File: src/rtl/id_hazard_scoreboard_pkg.sv
// Shared types for the decode-stage RAW hazard scoreboard: register index,
// shadow-pipeline entry and its empty value.
package id_hazard_scoreboard_pkg;

    localparam int unsigned REG_W   = 3;
    localparam int unsigned NUM_ENT = 3;

    typedef logic [REG_W-1:0] lc3b_reg;

    typedef struct packed {
        logic    valid;
        lc3b_reg dr;
        logic    dr_we;
        logic    setcc;
    } lc3b_sb_entry;

    localparam lc3b_sb_entry SB_EMPTY = '{valid: 1'b0, dr: '0, dr_we: 1'b0, setcc: 1'b0};

    // Entry to be pushed into E when an ID instruction issues.
    function automatic lc3b_sb_entry sb_make(input lc3b_reg dr, input logic dr_we, input logic setcc);
        lc3b_sb_entry e;
        e.valid = 1'b1;
        e.dr    = dr;
        e.dr_we = dr_we;
        e.setcc = setcc;
        return e;
    endfunction

endpackage

File: src/rtl/id_hazard_scoreboard_sb_match.sv
// Compares one in-flight scoreboard entry against both ID source registers
// and reports pending register and condition-code writes.
module sb_match
    import id_hazard_scoreboard_pkg::*;
(
    input  lc3b_sb_entry entry_i,
    input  lc3b_reg      sr1_i,
    input  lc3b_reg      sr2_i,
    output logic         sr1_hit_o,
    output logic         sr2_hit_o,
    output logic         cc_hit_o
);

    logic dr_live;

    assign dr_live   = entry_i.valid & entry_i.dr_we;
    assign sr1_hit_o = dr_live & (entry_i.dr == sr1_i);
    assign sr2_hit_o = dr_live & (entry_i.dr == sr2_i);
    assign cc_hit_o  = entry_i.valid & entry_i.setcc;

endmodule

File: src/rtl/id_hazard_scoreboard.sv
// Decode-stage RAW hazard detector: shadows dest regs / CC writes of EX, MEM, WB
// and stalls IF/ID while an ID instruction depends on an unfinished producer.
module id_hazard_scoreboard
    import id_hazard_scoreboard_pkg::*;
#(
    parameter int unsigned WB_BYPASS = 1,
    parameter int unsigned CNT_W     = 32
) (
    input  logic             clk,
    input  logic             reset,
    input  logic             id_valid,
    input  logic [2:0]       id_sr1,
    input  logic             id_sr1_used,
    input  logic [2:0]       id_sr2,
    input  logic             id_sr2_used,
    input  logic [2:0]       id_dr,
    input  logic             id_dr_we,
    input  logic             id_setcc,
    input  logic             id_usecc,
    input  logic             pipe_freeze,
    input  logic             flush,
    output logic             stall_id,
    output logic             ex_bubble,
    output logic [CNT_W-1:0] stall_count
);

    lc3b_sb_entry e_q, e_d;
    lc3b_sb_entry m_q, m_d;
    lc3b_sb_entry w_q, w_d;
    logic [CNT_W-1:0] cnt_q, cnt_d;

    lc3b_sb_entry         chk_ent [NUM_ENT];
    logic [NUM_ENT-1:0]   sr1_hit;
    logic [NUM_ENT-1:0]   sr2_hit;
    logic [NUM_ENT-1:0]   cc_hit;
    logic                 hazard;
    logic                 issue;

    // W is visible only when the regfile cannot bypass its own write to ID.
    assign chk_ent[0] = e_q;
    assign chk_ent[1] = m_q;
    assign chk_ent[2] = (WB_BYPASS != 0) ? SB_EMPTY : w_q;

    for (genvar g = 0; g < NUM_ENT; g++) begin : g_match
        sb_match u_match (
            .entry_i   (chk_ent[g]),
            .sr1_i     (id_sr1),
            .sr2_i     (id_sr2),
            .sr1_hit_o (sr1_hit[g]),
            .sr2_hit_o (sr2_hit[g]),
            .cc_hit_o  (cc_hit[g])
        );
    end

    assign hazard = id_valid & ((id_sr1_used & (|sr1_hit)) |
                                (id_sr2_used & (|sr2_hit)) |
                                (id_usecc    & (|cc_hit)));
    assign issue  = id_valid & ~hazard;

    assign stall_id    = hazard | pipe_freeze;
    assign ex_bubble   = (hazard | flush) & ~pipe_freeze;
    assign stall_count = cnt_q;

    // Shadow pipeline advance; a freeze holds everything, including a pending flush.
    always_comb begin
        e_d   = e_q;
        m_d   = m_q;
        w_d   = w_q;
        cnt_d = cnt_q;
        if (!pipe_freeze) begin
            w_d = m_q;
            if (flush) begin
                m_d = SB_EMPTY;
                e_d = SB_EMPTY;
            end else begin
                m_d = e_q;
                e_d = issue ? sb_make(id_dr, id_dr_we, id_setcc) : SB_EMPTY;
                if (hazard && (cnt_q != {CNT_W{1'b1}})) begin
                    cnt_d = cnt_q + CNT_W'(1);
                end
            end
        end
    end

    always_ff @(posedge clk) begin
        if (reset) begin
            e_q   <= SB_EMPTY;
            m_q   <= SB_EMPTY;
            w_q   <= SB_EMPTY;
            cnt_q <= '0;
        end else begin
            e_q   <= e_d;
            m_q   <= m_d;
            w_q   <= w_d;
            cnt_q <= cnt_d;
        end
    end

endmodule

File: config.mk
export PLATFORM = sky130hd
export DESIGN_NAME = id_hazard_scoreboard
export DESIGN_NICKNAME = d
export VERILOG_FILES = /design/src/rtl/id_hazard_scoreboard_pkg.sv /design/src/rtl/id_hazard_scoreboard_sb_match.sv /design/src/rtl/id_hazard_scoreboard.sv
export SDC_FILE = /design/constraint.sdc
export NUM_CORES = 1
export LEC_CHECK = 0
export CAP_MARGIN = 20
export CORE_AREA = 5 5 84 78
export CTS_CLUSTER_DIAMETER = 100
export DETAILED_ROUTE_END_ITERATION = 10
export DIE_AREA = 0 0 89 83
export PLACE_DENSITY = 0.73
export REMOVE_ABC_BUFFERS = 1
export SLEW_MARGIN = 15
export SYNTH_ARGS = -nofsm -noshare
export SYNTH_HDL_FRONTEND = slang
export SYNTH_SLANG_ARGS = --single-unit
export TNS_END_PERCENT = 20
File: constraint.sdc
create_clock -name clk -period 2.5 [get_ports clk]
set_clock_uncertainty 0.05 [all_clocks]
set_input_delay 0.375 -clock clk [delete_from_list [all_inputs] [get_ports clk]]
set_output_delay 0.375 -clock clk [all_outputs]
set_load 0.1 [all_outputs]
==> impl_results.md <==
- Via count: 2466
- Global placement routability congestion: 0.900
- Htree depth: 2
- Minimum clock period: 2.42 ns
- DR iter-0 viols: 133
- Final Hold Viols: 0
- Die span in y: 83 um
- CTS Sinks: 44
- #FFs+latches synth: 44
- First-pass GRT wire length: 10800 um
- Largest net degree at the start of global routing: 33
- CP Data Required Time: 2.64 ns
- Final ANT Viol Nets: 0
- GRT Util Overall: 17.7%
- Remaining Overflow, GRT: 0
- Ranking of synthesized cells by area: dfxtp_1 36%, a21oi_1 6.8%, or4_1 6.8%, o31ai_1 6.2%, xor2_1 4.3%
- Mean Syn Cell Area: 8.26 sq um
- Synth Flop Type: dfxtp_1
- Max Cap Violations: 0
- DRC viols: 0
- Hold WS: 0.461 ns
- Worst-path fanout max: 32
- Post-CTS Repair Setup Buffers: 0
- Warnings from Yosys: 0
- Post-synthesis instance total: 294
- Core area: 0.00556 sq mm
- Worst setup SP type: input port
- DRT Wirelength: 6220 um
- Vias in the first global route: 2353
- Row cnt: 26
- Dpl hpwl: 4650 um
- PwrDens: 413 mW/mm^2
- Dpl cells: 414
- Cell variety after synth: 37
- CP Class: input port to register
- Relative slew slack: 59.9%
- FMAX: 414 MHz
- Die X: 89 um
- Final setup fails: 0
- Fill cell count: 524
- Worst path cell trace: clkdlybuf4s50_1 -> xor2_1 -> nor4_1 -> o21ai_1 -> and2_1 -> buf_12 -> nor4b_1 -> mux2_2
- Die area: 0.00739 sq mm
- Clock Root Buffer: clkbuf_8
- Buf/Inv on CP: 2
- Pre-antenna DRT Iters: 4
- DR WL/cell: 14.7 um
- Synth top area share: 36.3%
- Layout cells sized above 1: 21.0%
- Status: complete, no violations
- Finished Layout Cells: 422
- Period utilisation layout: 96.7%
- Slowest cell on the critical path: clkdlybuf4s50_1
- Initial Util: 43.7%
- TritonCTS clock tree: done
- Area Growth Syn to Fin: 28.4%
- Worst-path clk slew: 0.08 ns
- Crit path capture type: register
- Pleak: 1.11 nW
- # IOs: 53
- Worst-skew pair later-pin latency: 0.30 ns
- Initial antenna violation count: 0
- Register area share after synthesis: 36.3%
- Nets: 371
- CP delay by family, top: simple AND/OR/NAND/NOR gates
- CP max stage delay: 0.47 ns
- CP Data Arrival Time: 2.56 ns
- Worst ir drop on vdd: 0.238 mV
- DR vias/cell: 5.84
- Commonest non-fill, non-tap cell in the layout: buf_4
- Longest Clk Path Bufs: 2
- Post-synth EDFFs: 0
- FFs w/ async S/R, synth: 0%
- Synth area leader: dfxtp_1
- ANT cells: 0
- Port buffer count: 52
- Hold WC Path Type: register to register
- Most frequent cells in the layout: 47 x buf_4, 44 x dfxtp_1, 32 x a21oi_1
- Num CTS Buffers: 5
- Slew @ Worst Pin: 0.600 ns
- Synthesized area: 0.00243 sq mm
- Pins Over Slew Limit: 0
power breakdown:
part | total (W) | switching, W | internal [W]
Combinational | 0.000115 | 0.0000604 | 0.0000549
Clock | 0.000467 | 0.000246 | 0.000221
Sequential | 0.000707 | 0.00000387 | 0.000703
Total | 0.00129 | 0.000310 | 0.000979
through the flow:
stage	TNS, ns	util, %	area [sq um]	power (W)	setup slack (ns)
detailed placement	-3.35	54.2	3010	0.000839	-0.196
finish	0	56.1	3120	0.00129	0.0817
CTS	0	55.8	3110	0.00130	0.0000129
global placement	-1.49	54.2	3010	0.000837	-0.106
floorplan	-6.73	-	2310	0.000760	-0.396
global route	-0.00168	56.1	3120	0.00135	-0.00168
cells by family (layout without fill, tap and decap cells):
kind of cell / count (synthesis) / in the layout / synth area share (%)
buffers and inverters: 22 / 80 / 5.30
DFF: 44 / 44 / 36.3
AOI/OAI and AO/OA: 69 / 69 / 17.8
muxes: 6 / 6 / 2.78
adders and majority gates: 1 / 1 / 0.515
xor gates and xnor gates: 12 / 12 / 4.33
and+or+nand+nor: 140 / 140 / 33.0
flip-flops by register name (all words and copies together), names as in the netlist:
| name | cells |
|---|---|
| chk_ent | 12 |
| stall_count | 32 |
layer usage:
layer	vias to the layer above	wire [um]	track usage (%)
met4	0	26	4.47
met1	1178	2730	23.6
met5	-	0	0
met2	60	3130	28.4
met3	2	334	4.55
li1	1226	-	-
cell type report:
type                       count  area (sq um)  share of cell area, %
clock buffer                   6          82.6                   2.65
timing repair buffer          69           621                   19.9
inverter                       3          11.3                  0.361
multi-input combinational    228          1430                   45.7
tap                           70          87.6                   2.81
sequential                    44           881                   28.2
clock inverter                 2          10.0                  0.321
worst register-to-register path, cell delays in order, from the launching register on:
cell,delay [ns]
dfxtp_1,0.37
xor2_1,0.18
nor4_1,0.29
o21ai_1,0.13
and2_1,0.21
buf_12,0.18
nor4b_1,0.35
mux2_2,0.37
synth_stat cells, drive strengths merged (2+ instances only):
| master | n |
|---|---|
| dfxtp | 44 |
| nand2 | 21 |
| nor2b | 8 |
| nor3 | 5 |
| or3 | 7 |
| nor4 | 6 |
| nand3 | 16 |
| o21ai | 6 |
| clkbuf | 6 |
| o31ai | 20 |
| nor3b | 8 |
| buf | 13 |
| a22o | 6 |
| or4 | 22 |
| nand4 | 12 |
| mux2 | 6 |
| xor2 | 12 |
| nor2 | 26 |
| or2 | 2 |
| o2111ai | 2 |
| a21oi | 33 |
| inv | 3 |
path summary, 6_finish.rpt:
path              cells past startpoint              end  slack (ns)            start
hold reg to reg                       2  stall_count[20]        0.46  stall_count[20]
setup reg to reg                      7  stall_count[29]        0.26      chk_ent[16]
setup / recovery                      8  stall_count[29]        0.08        id_sr1[2]
hold / removal                        2  stall_count[20]        0.46  stall_count[20]
timing repair:
action,4_1_cts,5_1_grt
pin swaps,1,0
setup endpoints to repair,1,2
hold buffers,0,0
resized for setup,0,6
Note: power is estimated with default switching activity, not from simulation.
